==> src/rtl/opb_register_ppc2user_bank.sv <==
`default_nettype none
// ============================================================================
// Module   : opb_register_ppc2user_bank
// Purpose  : OPB slave holding a bank of PowerPC-writable 32-bit control
//            registers that drive user fabric logic. Writes honour byte
//            enables and pulse a one-cycle strobe for the register written;
//            reads return the register contents. Bus and user logic share
//            OPB_Clk, so there is no clock-domain crossing.
// Ports    : OPB_Clk/OPB_Rst        clock, asynchronous active-high reset
//            OPB_ABus/BE/DBus/RNW   OPB request (big-endian bit numbering)
//            OPB_select/seqAddr     transfer request / burst hint (ignored)
//            Sl_DBus/Sl_xferAck     registered read data and acknowledge
//            Sl_errAck/retry/toutSup tied low
//            user_data_out          register k at bits [32k+31:32k]
//            user_wr_strobe         one-cycle pulse per accepted write
// Revision : 1.0  initial release
// ============================================================================
module opb_register_ppc2user_bank #(
    parameter logic [31:0] C_BASEADDR   = 32'h0000_0000,
    parameter logic [31:0] C_HIGHADDR   = 32'h0000_00FF,
    parameter int          C_OPB_AWIDTH = 32,
    parameter int          C_OPB_DWIDTH = 32,
    parameter int          C_NUM_REGS   = 4,
    parameter logic [31:0] C_RESET_VAL  = 32'h0000_0000,
    parameter              C_FAMILY     = "virtex6"
) (
    input  logic                      OPB_Clk,
    input  logic                      OPB_Rst,
    input  logic [0:C_OPB_AWIDTH-1]   OPB_ABus,
    input  logic [0:C_OPB_DWIDTH/8-1] OPB_BE,
    input  logic [0:C_OPB_DWIDTH-1]   OPB_DBus,
    input  logic                      OPB_RNW,
    input  logic                      OPB_select,
    input  logic                      OPB_seqAddr,
    output logic [0:C_OPB_DWIDTH-1]   Sl_DBus,
    output logic                      Sl_xferAck,
    output logic                      Sl_errAck,
    output logic                      Sl_retry,
    output logic                      Sl_toutSup,
    output logic [32*C_NUM_REGS-1:0]  user_data_out,
    output logic [C_NUM_REGS-1:0]     user_wr_strobe
);

    typedef enum logic [1:0] {
        ST_IDLE  = 2'd0,
        ST_ACK   = 2'd1,
        ST_BLOCK = 2'd2
    } state_t;

    localparam logic [31:0] c_win_span = C_HIGHADDR - C_BASEADDR;

    state_t               r_state;
    state_t               w_state_nxt;
    logic [32:0]          w_diff;
    logic                 w_in_window;
    logic                 w_ack_block;
    logic                 w_hit;
    logic                 w_wr_hit;
    logic [3:0]           w_idx;
    logic [3:0]           w_be;
    logic [31:0]          w_wdata;
    logic [C_NUM_REGS-1:0] w_sel;
    logic [31:0]          w_rd_data;
    logic [31:0]          r_sl_dbus;
    logic [C_NUM_REGS-1:0] r_wr_strobe;

    // Bus vectors use bit 0 = MSB; assigning them to [n:0] vectors keeps
    // the numeric value, so byte lane BE[0] lands on w_be[3] / bits 31:24.
    assign w_be    = OPB_BE;
    assign w_wdata = OPB_DBus;

    // A 33-bit subtraction gives both the window lower bound (no borrow)
    // and the offset used for the upper bound and the register index.
    assign w_diff      = {1'b0, OPB_ABus} - {1'b0, C_BASEADDR};
    assign w_in_window = !w_diff[32] && (w_diff[31:0] <= c_win_span);
    assign w_idx       = w_diff[5:2];

    // The master still holds select during the ACK cycle; refusing a hit at
    // the edge that ends ACK prevents a double acknowledge.
    assign w_ack_block = (r_state == ST_ACK);
    assign w_hit       = OPB_select && w_in_window && !w_ack_block;
    assign w_wr_hit    = w_hit && !OPB_RNW;

    // ------------------------------------------------------------------
    // Transfer slot FSM
    // ------------------------------------------------------------------
    always_ff @(posedge OPB_Clk or posedge OPB_Rst) begin
        if (OPB_Rst) begin
            r_state <= ST_IDLE;
        end else begin
            r_state <= w_state_nxt;
        end
    end

    always_comb begin
        w_state_nxt = r_state;
        case (r_state)
            ST_IDLE:  if (w_hit) w_state_nxt = ST_ACK;
            ST_ACK:   w_state_nxt = ST_BLOCK;
            ST_BLOCK: w_state_nxt = w_hit ? ST_ACK : ST_IDLE;
            default:  w_state_nxt = ST_IDLE;
        endcase
    end

    // ------------------------------------------------------------------
    // Register bank. An index outside the bank matches no w_sel bit, so
    // such writes change nothing and reads of it return zero.
    // ------------------------------------------------------------------
    for (genvar k = 0; k < C_NUM_REGS; k++) begin : g_reg
        logic [31:0] r_reg;

        assign w_sel[k] = (w_idx == 4'(k));

        always_ff @(posedge OPB_Clk or posedge OPB_Rst) begin
            if (OPB_Rst) begin
                r_reg <= C_RESET_VAL;
            end else if (w_wr_hit && w_sel[k]) begin
                for (int b = 0; b < 4; b++) begin
                    if (w_be[b]) begin
                        r_reg[8*b +: 8] <= w_wdata[8*b +: 8];
                    end
                end
            end
        end

        assign user_data_out[32*k +: 32] = r_reg;
    end

    always_comb begin
        w_rd_data = '0;
        for (int k = 0; k < C_NUM_REGS; k++) begin
            if (w_sel[k]) begin
                w_rd_data = user_data_out[32*k +: 32];
            end
        end
    end

    // ------------------------------------------------------------------
    // Registered bus outputs: read data and strobes are loaded at the hit
    // edge and therefore valid exactly during the ACK cycle.
    // ------------------------------------------------------------------
    always_ff @(posedge OPB_Clk or posedge OPB_Rst) begin
        if (OPB_Rst) begin
            r_sl_dbus   <= '0;
            r_wr_strobe <= '0;
        end else begin
            r_sl_dbus   <= (w_hit && OPB_RNW) ? w_rd_data : 32'h0;
            r_wr_strobe <= w_wr_hit ? w_sel : '0;
        end
    end

    assign Sl_DBus        = r_sl_dbus;
    assign Sl_xferAck     = (r_state == ST_ACK);
    assign Sl_errAck      = 1'b0;
    assign Sl_retry       = 1'b0;
    assign Sl_toutSup     = 1'b0;
    assign user_wr_strobe = r_wr_strobe;

    // Address bits outside the index field and the burst hint carry no
    // meaning for this slave.
    logic w_unused;
    assign w_unused = &{1'b0, OPB_seqAddr, w_diff[31:6], w_diff[1:0]};

endmodule
`default_nettype wire

==> config.mk <==
export PLATFORM = sky130hd
export DESIGN_NAME = opb_register_ppc2user_bank
export DESIGN_NICKNAME = d
export VERILOG_FILES = /design/src/rtl/opb_register_ppc2user_bank.sv
export SDC_FILE = /design/constraint.sdc
export NUM_CORES = 1
export LEC_CHECK = 0
export CELL_PAD_IN_SITES_DETAIL_PLACEMENT = 0
export CELL_PAD_IN_SITES_GLOBAL_PLACEMENT = 1
export CORE_ASPECT_RATIO = 0.6
export CORE_MARGIN = 10
export CORE_UTILIZATION = 45
export CTS_CLUSTER_SIZE = 10
export DETAILED_ROUTE_END_ITERATION = 16
export DONT_BUFFER_PORTS = 1
export GPL_ROUTABILITY_DRIVEN = 0
export PLACE_DENSITY_LB_ADDON = 0.12
export RECOVER_POWER = 100
export SLEW_MARGIN = 20
export SYNTH_ARGS = -nofsm -noshare
export SYNTH_HDL_FRONTEND = slang
export SYNTH_SLANG_ARGS = --single-unit
==> constraint.sdc <==
create_clock -name OPB_Clk -period 5.2 [get_ports OPB_Clk]
set_input_delay 1.04 -clock OPB_Clk [delete_from_list [all_inputs] [get_ports OPB_Clk]]
set_output_delay 1.04 -clock OPB_Clk [all_outputs]
set_load 0.1 [all_outputs]
==> Flow_metrics.wiki <==
{| class="wikitable"
! Metric !! Value
|-
| Port Buffer Count || 0
|-
| Std-Cell Rows || 35
|-
| Post-CTS setup buffers || 0
|-
| Cell with the largest stage delay on the worst path || nor4_1
|-
| Relative slew margins || 2.24%
|-
| Max-slew violation count || 0
|-
| Design area || 7810 µm²
|-
| Clock tree from TritonCTS || done
|-
| Hold_ws || 0.444 ns
|-
| Shortest clock period the worst path allows after layout || 3.43 ns
|-
| Number of routed nets with antenna violations || 0
|-
| Total detailed-routing wirelength || 20,000 µm
|-
| Insertion delay to the later sink of the worst-skew pair || 0.42 ns
|-
| Gate count of the mapped netlist || 520
|-
| Clk_skew || 0.0124 ns
|-
| Total number of vias || 4,403
|-
| Cell type contributing the most total cell area after synthesis || dfrtp_1
|-
| Number of placed I/O pins || 241
|-
| Cell area after placement || 7290 µm²
|-
| Setup violations, final || 0
|-
| Share of the synthesized area in the top cell type || 58.3%
|-
| First-pass iteration count of the detailed router || 4
|-
| Req. time, crit path || 5.50 ns
|-
| Detailed placement HPWL || 14,000 µm
|-
| Count of state elements after synthesis || 166
|-
| Cell area after synthesis || 7120 µm²
|-
| Syn-to-layout area delta || 9.72%
|-
| Maximum vdd drop || 0.164 mV
|-
| Leading post-synthesis cells by cell area || dfrtp_1 58%, mux2_2 20%, a211oi_1 6.5%
|-
| Post-layout power || 2.55 mW
|-
| Maximum clock path buffer count || 2
|-
| Max FO, Critical Path || 17
|-
| Maximum capacitance violations || 0
|-
| Number of unique standard cell types used by synthesis || 33
|-
| Worst Setup Path Type || primary input to flip-flop
|-
| Average wire length per cell after detail routing || 27.5 µm
|-
| Slowest stage delay, CP || 0.91 ns
|-
| Power per unit of standard cell area || 327 nW/µm²
|-
| Violation count after the first detailed-routing iteration || 378
|-
| Number of gates resized after CTS || 0
|-
| Class of the tightest hold or removal check || flip-flop to flip-flop
|-
| Die outline height || 117 µm
|-
| Leakage || 3.72 nW
|-
| Clock transition time at the flip-flop clock pins of the worst setup and hold paths || 0.06 ns
|-
| Hold bufs inserted after CTS || 0
|-
| Die Area || 21,400 µm²
|-
| Run status || finished clean
|-
| Arrival time worst endpoint || 3.74 ns
|-
| Initial antenna violation count || 0
|-
| CTS root buf || clkbuf_16
|-
| Flip-flop count of the largest register, all copies and words added || 128
|-
| Number of DRC violations after detailed routing || 0
|-
| Post-Synthesis Mean Instance Area || 13.7 µm²
|-
| Core ar. || 15,400 µm²
|-
| Largest net degree at the start of global routing || 167
|-
| Number of buffers created by CTS || 17
|-
| Number of inserted diodes || 0
|-
| Layout cell share with drive strength beyond 1 || 32.1%
|-
| Drt via density || 6.06
|-
| Transition at the pin with the smallest max-transition slack || 1.47 ns
|-
| Initial standard-cell utilization of the core || 46.2%
|-
| Number of nets in the final layout || 584
|-
| Post-route fraction of the period consumed by the critical path || 66.0%
|-
| Post-route setup TNS || 0 ns
|-
| Share of the yosys chip area belonging to registers || 58.3%
|-
| H-tree lvl count || 4
|-
| CP Cell Sequence || or4b_2, nor4_1, nand4_1, clkbuf_1, a211oi_1
|-
| Ys Warns || 0
|-
| Setup repair after global routing missed its margin || no
|-
| Die width || 182 µm
|-
| Number of sinks on the clock net || 166
|-
| Overall track demand over capacity in global routing || 18.5%
|-
| CP Capture Type || flip-flop
|-
| Global-route wire length before repair || 31,000 µm
|-
| Remaining global-route overflow || 0
|-
| Vias in the first global route || 4,807
|-
| Timing-limited maximum frequency || 0.291 GHz
|-
| Final hold violations || 0
|-
| Crit start category || primary input
|}
==> placed cells by master, fill, tap and decap left out, types with 2 or more instances in the layout <==
master / count
a211oi_1: 62
clkbuf_1: 5
clkbuf_16: 17
clkinv_4: 2
clkinvlp_4: 4
conb_1: 3
dfrtp_1: 166
inv_6: 5
mux2_1: 2
mux2_2: 126
nand2_1: 2
nand3_1: 3
nand4_1: 16
nor2_1: 7
nor2b_1: 33
nor3_1: 5
nor3b_1: 3
nor4_1: 4
nor4b_1: 6
nor4b_4: 4
o22ai_1: 31
or4_1: 2
or4_4: 2
==> cell usage after synthesis <==
library cell	count
mux2_1	2
clkbuf_1	29
nor2b_1	34
o22ai_1	31
inv_1	1
buf_2	1
nand3_1	3
or4_4	2
or4_1	2
dfrtp_1	166
buf_1	1
or2_0	1
nor4_1	3
buf_6	1
nand4_1	16
nor3_1	5
or2_2	1
and3_1	1
mux4_2	1
buf_4	3
nor4b_1	6
nor3b_1	3
or2_1	1
or4b_2	1
conb_1	1
nand2_1	2
or3_1	1
a211oi_1	62
and4_1	1
nor4_4	1
mux2_2	126
nor4b_4	4
nor2_1	7
==> cell families (layout without fill, tap and decap cells) <==
kind of cell | after synthesis | count (layout) | share of synthesized area (%)
flip-flops | 166 | 166 | 58.3
multiplexers | 129 | 129 | 20.6
AND/OR/NAND/NOR | 95 | 95 | 9.61
AO/OA/AOI/OAI | 93 | 93 | 9.26
buffers and inverters | 36 | 37 | 2.18
other | 1 | 3 | 0.0527
==> path summary, 6_finish.rpt <==
kind / startpoint / depth (start not counted) / end / slack (ns)
max in group asynchronous: OPB_Rst / 2 / user_wr_strobe[3] / 3.71
worst min register to register: r_state[0] / 1 / r_state[0] / 0.44
worst max register to register: r_state[0] / 5 / g_reg[2].r_reg[8] / 1.79
worst min-delay path: r_state[0] / 1 / r_state[0] / 0.44
worst max-delay path: OPB_ABus[7] / 5 / Sl_DBus[17] / 1.77
min in group asynchronous: OPB_Rst / 2 / g_reg[1].r_reg[22] / 0.76
==> routing by layer <==
metal | global-route usage [%] | vias to the layer above | part of all wire, %
met5 | 0 | - | 0
met4 | 4.05 | 0 | 0.67
met3 | 11.1 | 11 | 12
met2 | 27.8 | 159 | 46
met1 | 22.1 | 2268 | 41
li1 | - | 1965 | -
==> worst max-delay path, delay by kind of cell <==
family / cells / cell delay, ns
AOI/OAI and AO/OA: 1 / 0.36
and+or+nand+nor: 3 / 1.80
buffers and inverters: 1 / 0.53
==> per-stage QoR <==
| stage | instances | util, % | setup slack [ns] |
|---|---|---|---|
| floorplan | 522 | - | 2.05 |
| global placement | 695 | 47.3 | 1.81 |
| detailed placement | 695 | 47.3 | 1.73 |
| CTS | 726 | 50.9 | 2.14 |
| global route | 726 | 50.7 | 1.49 |
| finish | 726 | 50.7 | 1.77 |
==> area by class of cell <==
type,instances,area [µm²]
inverters,1,5.00
flip-flops and latches,166,4150
clock buffers,19,433
well taps,203,254
multi-input cells,320,2810
clock inverters,12,121
repair buffers,5,38.8
fillers,1332,7600
==> power breakdown <==
part	internal [mW]	switching [mW]	total [mW]
Combinational	0.0194	0.0523	0.0717
Clock	0.666	0.524	1.19
Sequential	1.29	0.000000304	1.29
Total	1.98	0.576	2.55
(Power assumes the default switching activity.)
